==> src/rtl/universal_shift_reg.sv <==
// Parametrised universal shift register: hold/shift/rotate/arith-shift/load/clear,
// usable one step at a time or as a self-timed burst of N operations.
module universal_shift_reg #(
    parameter int WIDTH = 8,
    parameter int AMT_W = 4
) (
    input  logic             i_clk,
    input  logic             i_rst,
    input  logic             i_en,
    input  logic             i_start,
    input  logic [2:0]       i_mode,
    input  logic [AMT_W-1:0] i_amt,
    input  logic [WIDTH-1:0] i_d,
    input  logic             i_sin,
    output logic [WIDTH-1:0] o_q,
    output logic             o_sout,
    output logic             o_busy,
    output logic             o_done
);

    typedef enum logic [1:0] {IDLE, RUN, DONE} state_t;

    state_t           state_reg;
    logic [2:0]       mode_reg;
    logic [AMT_W-1:0] cnt_reg;
    logic [WIDTH-1:0] q_reg;
    logic             sout_reg;
    logic             busy_reg;
    logic             done_reg;

    logic [2:0]       op_mode;
    logic             op_fire;
    logic [WIDTH-1:0] q_next;
    logic             sout_next;

    logic [WIDTH-1:0] shr_q, shl_q, ror_q, rol_q, asr_q;

    // Per-bit neighbour selection for the five shift-class results.
    genvar gi;
    generate
        for (gi = 0; gi < WIDTH; gi++) begin : g_bit
            if (gi == WIDTH - 1) begin : g_top
                assign shr_q[gi] = i_sin;
                assign ror_q[gi] = q_reg[0];
                assign asr_q[gi] = q_reg[WIDTH-1];
            end else begin : g_hi
                assign shr_q[gi] = q_reg[gi+1];
                assign ror_q[gi] = q_reg[gi+1];
                assign asr_q[gi] = q_reg[gi+1];
            end
            if (gi == 0) begin : g_bot
                assign shl_q[gi] = i_sin;
                assign rol_q[gi] = q_reg[WIDTH-1];
            end else begin : g_lo
                assign shl_q[gi] = q_reg[gi-1];
                assign rol_q[gi] = q_reg[gi-1];
            end
        end
    endgenerate

    // A burst replays its latched mode; single steps use the live mode.
    always_comb begin
        op_mode = (state_reg == RUN) ? mode_reg : i_mode;
        op_fire = (state_reg == RUN) || ((state_reg == IDLE) && !i_start && i_en);
    end

    always_comb begin
        q_next    = q_reg;
        sout_next = sout_reg;
        case (op_mode)
            3'b001: begin q_next = shr_q; sout_next = q_reg[0];       end
            3'b010: begin q_next = shl_q; sout_next = q_reg[WIDTH-1]; end
            3'b011: begin q_next = ror_q; sout_next = q_reg[0];       end
            3'b100: begin q_next = rol_q; sout_next = q_reg[WIDTH-1]; end
            3'b101: q_next = i_d;
            3'b110: begin q_next = asr_q; sout_next = q_reg[0];       end
            3'b111: q_next = '0;
            default: q_next = q_reg;
        endcase
    end

    always_ff @(posedge i_clk) begin
        if (i_rst) begin
            state_reg <= IDLE;
            mode_reg  <= '0;
            cnt_reg   <= '0;
            q_reg     <= '0;
            sout_reg  <= 1'b0;
            busy_reg  <= 1'b0;
            done_reg  <= 1'b0;
        end else begin
            done_reg <= 1'b0;
            if (op_fire) begin
                q_reg    <= q_next;
                sout_reg <= sout_next;
            end
            case (state_reg)
                IDLE: begin
                    if (i_start) begin
                        mode_reg <= i_mode;
                        cnt_reg  <= i_amt;
                        busy_reg <= 1'b1;
                        if (i_amt == '0) begin
                            state_reg <= DONE;
                            done_reg  <= 1'b1;
                        end else begin
                            state_reg <= RUN;
                        end
                    end
                end
                RUN: begin
                    cnt_reg <= cnt_reg - 1'b1;
                    if (cnt_reg == AMT_W'(1)) begin
                        state_reg <= DONE;
                        done_reg  <= 1'b1;
                    end
                end
                DONE: begin
                    state_reg <= IDLE;
                    busy_reg  <= 1'b0;
                end
                default: begin
                    state_reg <= IDLE;
                    busy_reg  <= 1'b0;
                end
            endcase
        end
    end

    assign o_q    = q_reg;
    assign o_sout = sout_reg;
    assign o_busy = busy_reg;
    assign o_done = done_reg;

endmodule

==> config.mk <==
export PLATFORM = sky130hd
export DESIGN_NAME = universal_shift_reg
export DESIGN_NICKNAME = d
export VERILOG_FILES = /design/src/rtl/universal_shift_reg.sv
export SDC_FILE = /design/constraint.sdc
export NUM_CORES = 1
export LEC_CHECK = 0
export CAP_MARGIN = 5
export CORE_MARGIN = 3
export CORE_UTILIZATION = 35
export DETAILED_ROUTE_END_ITERATION = 8
export GPL_TIMING_DRIVEN = 0
export PLACE_DENSITY = 0.64
export SETUP_SLACK_MARGIN = 0.5
export SYNTH_ARGS = -nofsm -noshare
export SYNTH_HDL_FRONTEND = slang
export SYNTH_SLANG_ARGS = --single-unit
==> constraint.sdc <==
create_clock -name i_clk -period 2.1 [get_ports i_clk]
set_clock_uncertainty 0.1 [all_clocks]
set_input_delay 0.42 -clock i_clk [delete_from_list [all_inputs] [get_ports i_clk]]
set_output_delay 0.42 -clock i_clk [all_outputs]
set_load 0.01 [all_outputs]
Word-level counts from Yosys, hierarchy flattened
Index checks and enable logic that the tools add are counted.
{"block": "word_totals", "register_bits": 20, "elab_cells": 56}
{"block": "op_classes", "add_sub_neg": 1, "n_eq_ne": 11, "mux": 15, "bitwise_logic": 2, "n_reduce_logical": 19}
{"cell": "8-bit one-hot mux with 7 select lines", "count": 1}
{"cell": "3-bit equality test (second input constant)", "count": 4}
{"cell": "2-bit AND reduction", "count": 6}
{"cell": "4-bit one-hot mux with 2 select lines", "count": 1}
{"cell": "7-bit nonzero test", "count": 1}
{"cell": "3-bit by 2-bit equality test with 1-bit output (second input constant)", "count": 2}
{"cell": "2-bit two-way mux", "count": 3}
{"cell": "1-bit one-hot mux with 2 select lines", "count": 3}
{"cell": "6-bit nonzero test", "count": 1}
{"cell": "4-bit by 1-bit equality test with 1-bit output (second input constant)", "count": 1}
{"cell": "4-bit zero test", "count": 1}
{"cell": "1-bit two-way mux", "count": 4}
{"cell": "4-bit two-way mux", "count": 1}
{"cell": "2-bit one-hot mux with 2 select lines", "count": 1}
{"cell": "2-bit nonzero test", "count": 2}
{"cell": "4-bit by 1-bit subtractor with 4-bit output (second input constant)", "count": 1}
{"cell": "3-bit by 1-bit equality test with 1-bit output (second input constant)", "count": 1}
{"cell": "3-bit two-way mux", "count": 1}
{"cell": "3-bit AND reduction", "count": 1}
{"cell": "3-bit OR reduction", "count": 1}
{"cell": "2-bit by 1-bit equality test with 1-bit output (second input constant)", "count": 1}
{"cell": "1-bit logical AND", "count": 2}
{"cell": "2-bit zero test", "count": 1}
{"cell": "2-bit by 1-bit inequality test with 1-bit output (second input constant)", "count": 1}
{"cell": "other kinds (5)", "count": 6}

Logic depth before layout (Yosys ltp)
Gate-level depths: netlist of the first run.
{"block": "depth", "depth_word": 6, "depth_mapped": 7, "depth_no_buf": 6}

Worst setup path after synthesis of the first run
No wires, ideal clock.
{"block": "synth_timing", "path_kind": "flip-flop to flip-flop", "startpoint": "reg state_reg[0]", "endpoint": "reg sout_reg (netlist: o_sout)", "t_arrival_ps": 1486, "t_required_ps": 1912, "slack_ps": 426, "path_stages_with_launch": 7, "period_less_slack_ps": 1674, "cell_sequence": "dfxtp_1 -> buf_6 -> or4b_1 -> o31ai_2 -> a21oi_2 -> mux2i_1 -> a311oi_2"}
{"block": "synth_via", "elab_chain_len": 6, "word_cells_on_any_way": 16, "cone_classes": "eq/ne (6); mux (2); reduce/logical (8)"}
{"element": "start: declaration", "line_no": "23", "text": "state_t state_reg;"}
{"element": "start signal: assignment", "line_no": "84", "text": "state_reg <= IDLE;"}
{"element": "start signal: assignment", "line_no": "104", "text": "state_reg <= DONE;"}
{"element": "start signal: assignment", "line_no": "107", "text": "state_reg <= RUN;"}
{"element": "2-bit by 1-bit equality test with 1-bit output", "line_no": "63, 64"}
{"element": "3-bit two-way mux", "line_no": "63", "text": "op_mode = (state_reg == RUN) ? mode_reg : i_mode;"}
{"element": "3-bit equality test, or another cell as far along", "line_no": "70", "text": "case (op_mode)"}
{"element": "3-bit OR reduction (no line) / 2-bit OR reduction (equally long branches)"}
{"element": "2-bit nonzero test (no line)"}
{"element": "2-bit AND reduction (no line)"}
{"element": "end signal: assignment", "line_no": "95", "text": "sout_reg <= sout_next;"}
{"element": "end: declaration", "line_no": "27", "text": "logic sout_reg;"}
Several ways; a longest one is shown, not always the timed one.
A chain may end at the register's enable or synchronous reset.

Worst setup path after layout of the first run
{"block": "layout_timing", "startpoint": "reg mode_reg[1]", "endpoint": "reg q_reg[6] (netlist: o_q[6])"}
{"block": "layout_via", "elab_chain_len": 4, "word_cells_on_any_way": 11, "cone_classes": "eq/ne (7); mux (2); reduce/logical (2)"}
{"element": "start: declaration", "line_no": "24", "text": "logic [2:0] mode_reg;"}
{"element": "start signal: assignment", "line_no": "100", "text": "mode_reg <= i_mode;"}
{"element": "3-bit two-way mux (*)", "line_no": "63"}
{"element": "3-bit equality test, or another cell as far along", "line_no": "70"}
{"element": "7-bit nonzero test (no line)"}
{"element": "2-bit AND reduction (no line)"}
{"element": "end signal: assignment", "line_no": "94", "text": "q_reg <= q_next;"}
{"element": "end: declaration", "line_no": "26", "text": "logic [WIDTH-1:0] q_reg;"}
Mark *: on every way between the ends. The rest lies on a longest branch, timed or not.

==> flow_summary.yaml, run 1 <==
status:
  status: "finished, final reports clean"
critical_path:
  crit_path_start_kind: "flip-flop"
  critPathMaxFanout: 7
  r2r_start: "mode_reg[1]"
  timing.rr.end: "o_q[6]"
  required_ns: 2.14
  path_delay_family: "flip-flops"
  critPathSlowestCell: "dfxtp_1"
  r2r_cells: 5
  critPathBufInv: 0
  r2r_slack_ns: 0.33
  slowest_delay_ns: 0.51
  path_cells: "and4bb_4 > a31oi_4 > xnor2_2 > a221oi_1 > a21oi_1"
  endpoint_kind: "flip-flop"
  crit_arrival_ns: 1.81
  worstSetupPathType: "reg2reg"
cells_and_area:
  nNetsFinal: 219
  fin_util: 0.569
  diodes: 0
  largest_reg_flops: 8
  fillers: 303
  syn2layout_area_growth_pct: 49.2
  layout-drive-gt1-share: 0.301
floorplan:
  die_h_um: 67.7
  die_w_um: 67.7
  core_um2: 3490
  num_rows: 21
  num_io_pins: 31
  die_area_um2: 4580
  initial_core_util: 0.381
clock_tree:
  h-tree-depth: 1
  clk_pin_slew_worst_paths_ns: 0.08
  cts_tree: "done"
  cts.hold.buffers_added: 0
  numCtsBuffers: 3
  cts.sinks: 20
  clk_latency_ns: 0.26
  cts_max_path_buffers: 2
  cts-root-buf: "clkbuf_8"
yosys:
  synth_edf_count: 0
  ys_seq_area_frac: 0.301
  yosysWarnings: 0
  syn_area_per_cell_um2: 8.82
  synthArstFlopShare: 0
  synth_top_area_cell: "dfxtp_1"
  synth_top_area_frac: 0.301
  synth_seq_cells: 20
  yosysUniqueCellTypes: 44
  synth-main-ff-cell: "dfxtp_1"
  ys_top_cells_by_area: "dfxtp_1 (30%), a21oi_1 (6.4%), nand2_1 (4.5%)"
  netlist_area_um2: 1330
  syn_inst: 151
  synth_nets: 173
grt:
  grtUsageTotal: 0.176
  grt_max_degree: 12
  grt_pass1_wl_um: 6120
  antenna_found_initial: 0
  grt_pass1_vias: 1271
  grt.overflow.total: 0
placement:
  gp_congestion: 0.873
  hpwl_um: 2560
  io_buffers: 29
timing:
  hold_violations: 0
  period_needed_ns: 1.77
  fin_crit_sh: 0.843
  maxSlewHeadroom: 0.660
  clock.fmax_ghz: 0.565
  worst_pin_slew_ns: 0.510
  rsz0062_at_grt: "yes"
  finalSetupViolations: 0
  finalMaxSlewViolations: 0
power:
  p_leak_nw: 0.799
  power_w: 0.00137
  ir_drop_mv: 0.458
  power_density_nw_per_um2: 690
routing:
  wl_per_cell_um: 16.2
  post-route-drc-count: 0
  drtPass1Iterations: 4
  final_antenna_net_count: 0
  via_per_inst: 5.69
  vias: 1376
  wirelength_um: 3930
  drt_iter0_drc: 120
min_path:
  hold_path_end: "mode_reg[2]"
  hold_class: "in2reg"
  worstHoldStart: "i_mode[2]"
  hold_depth: 3
flow_run:
  drv_cap: 0
[how the worst max path moves through the flow]
stage                 start  endpoint  slack [ns]  cells past startpoint
6_report        mode_reg[1]    o_q[6]        0.33                      5
5_1_grt                i_en    o_q[7]        0.23                      5
4_1_cts                i_en    o_sout        0.33                      6
3_5_place_dp      i_mode[1]    o_sout       -0.19                      5
3_3_place_gp      i_mode[1]    o_sout       -0.14                      5
2_1_floorplan  state_reg[0]    o_sout        0.50                      5
[cell usage in the layout, fill, tap and decap left out, types with 5 or more instances in the layout]
cell	n
a21o_1	6
a21oi_1	17
dlygate4sd2_1	17
nand2_1	16
inv_1	6
buf_4	10
clkbuf_8	5
clkdlybuf4s50_1	11
o21ai_0	6
dfxtp_1	16
nor2_1	10
[stage by stage]
| step | setup slack, ns | setup TNS [ns] | area, µm² | std cells | hold WS [ns] |
|---|---|---|---|---|---|
| final | 0.330 | 0 | 1990 | 242 | 0.362 |
| after global routing | 0.233 | 0 | 1990 | 242 | 0.364 |
| after detailed placement | -0.188 | -1.61 | 1710 | 226 | 0.369 |
| after CTS | 0.335 | 0 | 1830 | 233 | 0.366 |
| after floorplan | 0.496 | 0 | 1370 | 151 | 0.346 |
| after global placement | -0.138 | -0.988 | 1710 | 226 | 0.362 |
[power by group]
group	internal, W	switching (W)	total, W
clock	0.000167	0.000133	0.000300
combinational	0.000296	0.000288	0.000583
sequential	0.000431	0.0000560	0.000487
total	0.000894	0.000477	0.00137
[Yosys cell counts (2+ instances only)]
cell type and number:
mux2i_1 3, nor3_1 2, nor3b_1 2, nand2b_1 2, nor4_1 2, a211oi_1 4, and4b_1 2, a21oi_2 3
o21ai_1 2, nand3_1 2, a31oi_4 2, mux2i_4 2, buf_6 2, nor2b_1 3, o21ai_0 8, a31oi_1 4
dfxtp_1 20, ha_1 2, a221oi_1 6, a21oi_1 17, clkbuf_1 2, inv_1 6, mux2_4 2, nor2_1 11
a21o_1 6, nand2_1 16
[tightest hold or removal path: stages]
cell      delay (ns)
clkbuf_8        0.16
nand2_1         0.06
a21oi_1         0.05
[kinds of logic (layout without fill, tap and decap cells)]
group,after synthesis,after routing,synth area share
xor+xnor,1,1,0.0122
fa+ha+maj,2,2,0.0188
simple gates,49,49,0.206
flops,20,20,0.301
mux,8,8,0.0874
compound gates,58,59,0.313
buf+inv,13,57,0.0620
[layout make-up]
cell class,instances,area [µm²],area share
Sequential cell,20,408,0.205
Buffer,7,86.3,0.0435
Multi-Input combinational cell,119,995,0.501
Tap cell,46,57.6,0.0290
Inverter,6,22.5,0.0113
Clock buffer,4,55.1,0.0277
Timing Repair Buffer,40,363,0.183
[what timing repair did]
action,CTS,global route
resized for setup,31,21
pin swaps,2,2
setup buffers,3,8
gates cloned,0,1
endpoints found under the setup margin,31,12
[metal layers]
metal / wire [µm] / GRT usage / share of wire / vias to the layer above
met1: 1780 / 0.241 / 0.45 / 652
met5: 0 / 0 / 0 / -
met2: 1870 / 0.265 / 0.48 / 54
li1: - / - / - / 659
met3: 209 / 0.0466 / 0.053 / 11
met4: 75 / 0.0582 / 0.019 / 0
No activity file was read; power rests on OpenSTA's default activity.
==> run 2: changes to the inputs <==
==> constraint.sdc (replaced) <==
create_clock -name i_clk -period 1.7 [get_ports i_clk]
set_clock_uncertainty 0.1 [all_clocks]
set_input_delay 0.34 -clock i_clk [delete_from_list [all_inputs] [get_ports i_clk]]
set_output_delay 0.34 -clock i_clk [all_outputs]
set_load 0.01 [all_outputs]
==> run 2 against run 1 <==
The flow now finishes with violations (setup timing). Fmax is 2.0% lower. Via count is 2.1% higher. Register-to-register slack got worse by 0.44 ns. Non-clock buffer count is 11 higher. Utilization is 6.1 points higher. Die area unchanged. Power increased by 42%. Flip-flop and latch count stayed put. Largest cell class unchanged. Highest routed layer unchanged.
==> flow_summary.yaml, run 2 (same netlist as run 1, synthesis figures left out) <==
status:
  status: "finished with violations"
  violations: "setup timing"
floorplan:
  core_um2: 3490
  num_io_pins: 31
  die_area_um2: 4580
  num_rows: 21
  die_w_um: 67.7
  initial_core_util: 0.381
  die_h_um: 67.7
grt:
  grt_pass1_wl_um: 6350
  grt_pass1_vias: 1354
  grtUsageTotal: 0.182
  antenna_found_initial: 0
  grt.overflow.total: 0
  grt_max_degree: 13
min_path:
  hold_path_end: "cnt_reg[3]"
  hold_depth: 3
  worstHoldStart: "i_amt[3]"
  hold_class: "in2reg"
timing:
  finalMaxSlewViolations: 0
  hold_violations: 0
  clock.fmax_ghz: 0.554
  period_needed_ns: 1.81
  rsz0062_at_grt: "yes"
  worst_pin_slew_ns: 0.488
  finalSetupTns_ns: -0.510
  setup_slack_ns: -0.106
  whs_ns: 0.328
  finalSetupViolations: 9
  fin_crit_sh: 1.06
  maxSlewHeadroom: 0.674
routing:
  drtPass1Iterations: 4
  final_antenna_net_count: 0
  wl_per_cell_um: 17.1
  post-route-drc-count: 0
  wirelength_um: 4330
  drt_iter0_drc: 91
  vias: 1405
  via_per_inst: 5.55
cells_and_area:
  nNetsFinal: 230
  layout-drive-gt1-share: 0.531
  layout.cells.most_common: "buf_4"
  mostFrequentLayoutCells: "buf_4 (16), nand2_1 (13), buf_2 (13)"
  largest_reg_flops: 8
  syn2layout_area_growth_pct: 65.3
  diodes: 0
critical_path:
  r2r_slack_ns: -0.11
  required_ns: 1.75
  r2r_start: "state_reg[1]"
  timing.rr.end: "o_q[7]"
  crit_path_start_kind: "flip-flop"
  crit_arrival_ns: 1.86
  worstSetupPathType: "reg2reg"
  r2r_cells: 6
  endpoint_kind: "flip-flop"
  critPathMaxFanout: 8
clock_tree:
  cts.sinks: 20
  cts_tree: "done"
  cts-root-buf: "clkbuf_8"
  clk_pin_slew_worst_paths_ns: 0.08
  h-tree-depth: 1
  clk_latency_ns: 0.26
  numCtsBuffers: 3
  cts_max_path_buffers: 2
flow_run:
  drv_cap: 0
placement:
  io_buffers: 29
  hpwl_um: 2690
  gp_congestion: 0.816
power:
  p_leak_nw: 0.879
  ir_drop_mv: 0.402
  power_density_nw_per_um2: 885
run 2: cell types whose count changed in the layout (fill, tap and decap cells not counted), sizes merged:
cell and change:
bufinv +1, clkbuf -3, clkdlybuf4s15 +1, dlygate4sd2 -13
clkdlybuf4s50 +1, buf +24
run 2: critical path, stage by stage, from the launching register on:
cell and delay [ns]:
dfxtp_2 0.36, nand2b_4 0.14, buf_12 0.15, mux2i_4 0.32
nand2b_1 0.13, a31oi_2 0.18, mux2_4 0.31
run 2: through the flow:
step | setup WS (ns) | cells | power (W) | cell area [µm²] | utilization
2_1_floorplan | 0.0969 | 151 | 0.00102 | 1400 | -
3_3_place_gp | -0.488 | 226 | 0.00122 | 1750 | 0.499
3_5_place_dp | -0.522 | 226 | 0.00124 | 1750 | 0.499
4_1_cts | -0.0589 | 241 | 0.00175 | 1890 | 0.541
5_1_grt | -0.167 | 253 | 0.00205 | 2200 | 0.630
6_report | -0.106 | 253 | 0.00195 | 2200 | 0.630
run 2: worst max path at each step:
stage                      start     end  cells past startpoint
floorplan           state_reg[1]  o_q[7]                      6
global placement       i_mode[1]  o_q[7]                      6
detailed placement     i_mode[0]  o_q[4]                      6
CTS                 state_reg[1]  o_q[6]                      6
global route        state_reg[1]  o_q[7]                      6
finish              state_reg[1]  o_q[7]                      6
run 2: final cells by class:
type / instances / area [µm²]
plain buffers: 7 / 82.6
clock buffers: 3 / 41.3
clock inverters: 1 / 30.0
fillers: 286 / 1290
inverters: 6 / 22.5
multi-input cells: 119 / 1130
flip-flops and latches: 20 / 418
well taps: 46 / 57.6
repair buffers: 51 / 422
run 2: where the power goes:
| part | switching (W) | internal, W |
|---|---|---|
| logic | 0.000430 | 0.000436 |
| clock network | 0.000169 | 0.000314 |
| registers | 0.0000610 | 0.000537 |
run 2: layer usage:
| layer | global-route usage | routed length, µm | vias up |
|---|---|---|---|
| met5 | 0 | 0 | - |
| met4 | 0.0405 | 45 | 0 |
| met3 | 0.0266 | 210 | 7 |
| met2 | 0.326 | 2210 | 40 |
| met1 | 0.228 | 1870 | 675 |
| li1 | - | - | 683 |
run 2: timing repair:
| action | in CTS | in global routing |
|---|---|---|
| resized for setup | 68 | 51 |
| endpoints found under the setup margin | 31 | 22 |
| endpoints found under the hold margin | 0 | 0 |
| gates cloned | 0 | 2 |
| hold buffers | 0 | 0 |
| pin swaps | 4 | 18 |
| buffers inserted | 11 | 10 |
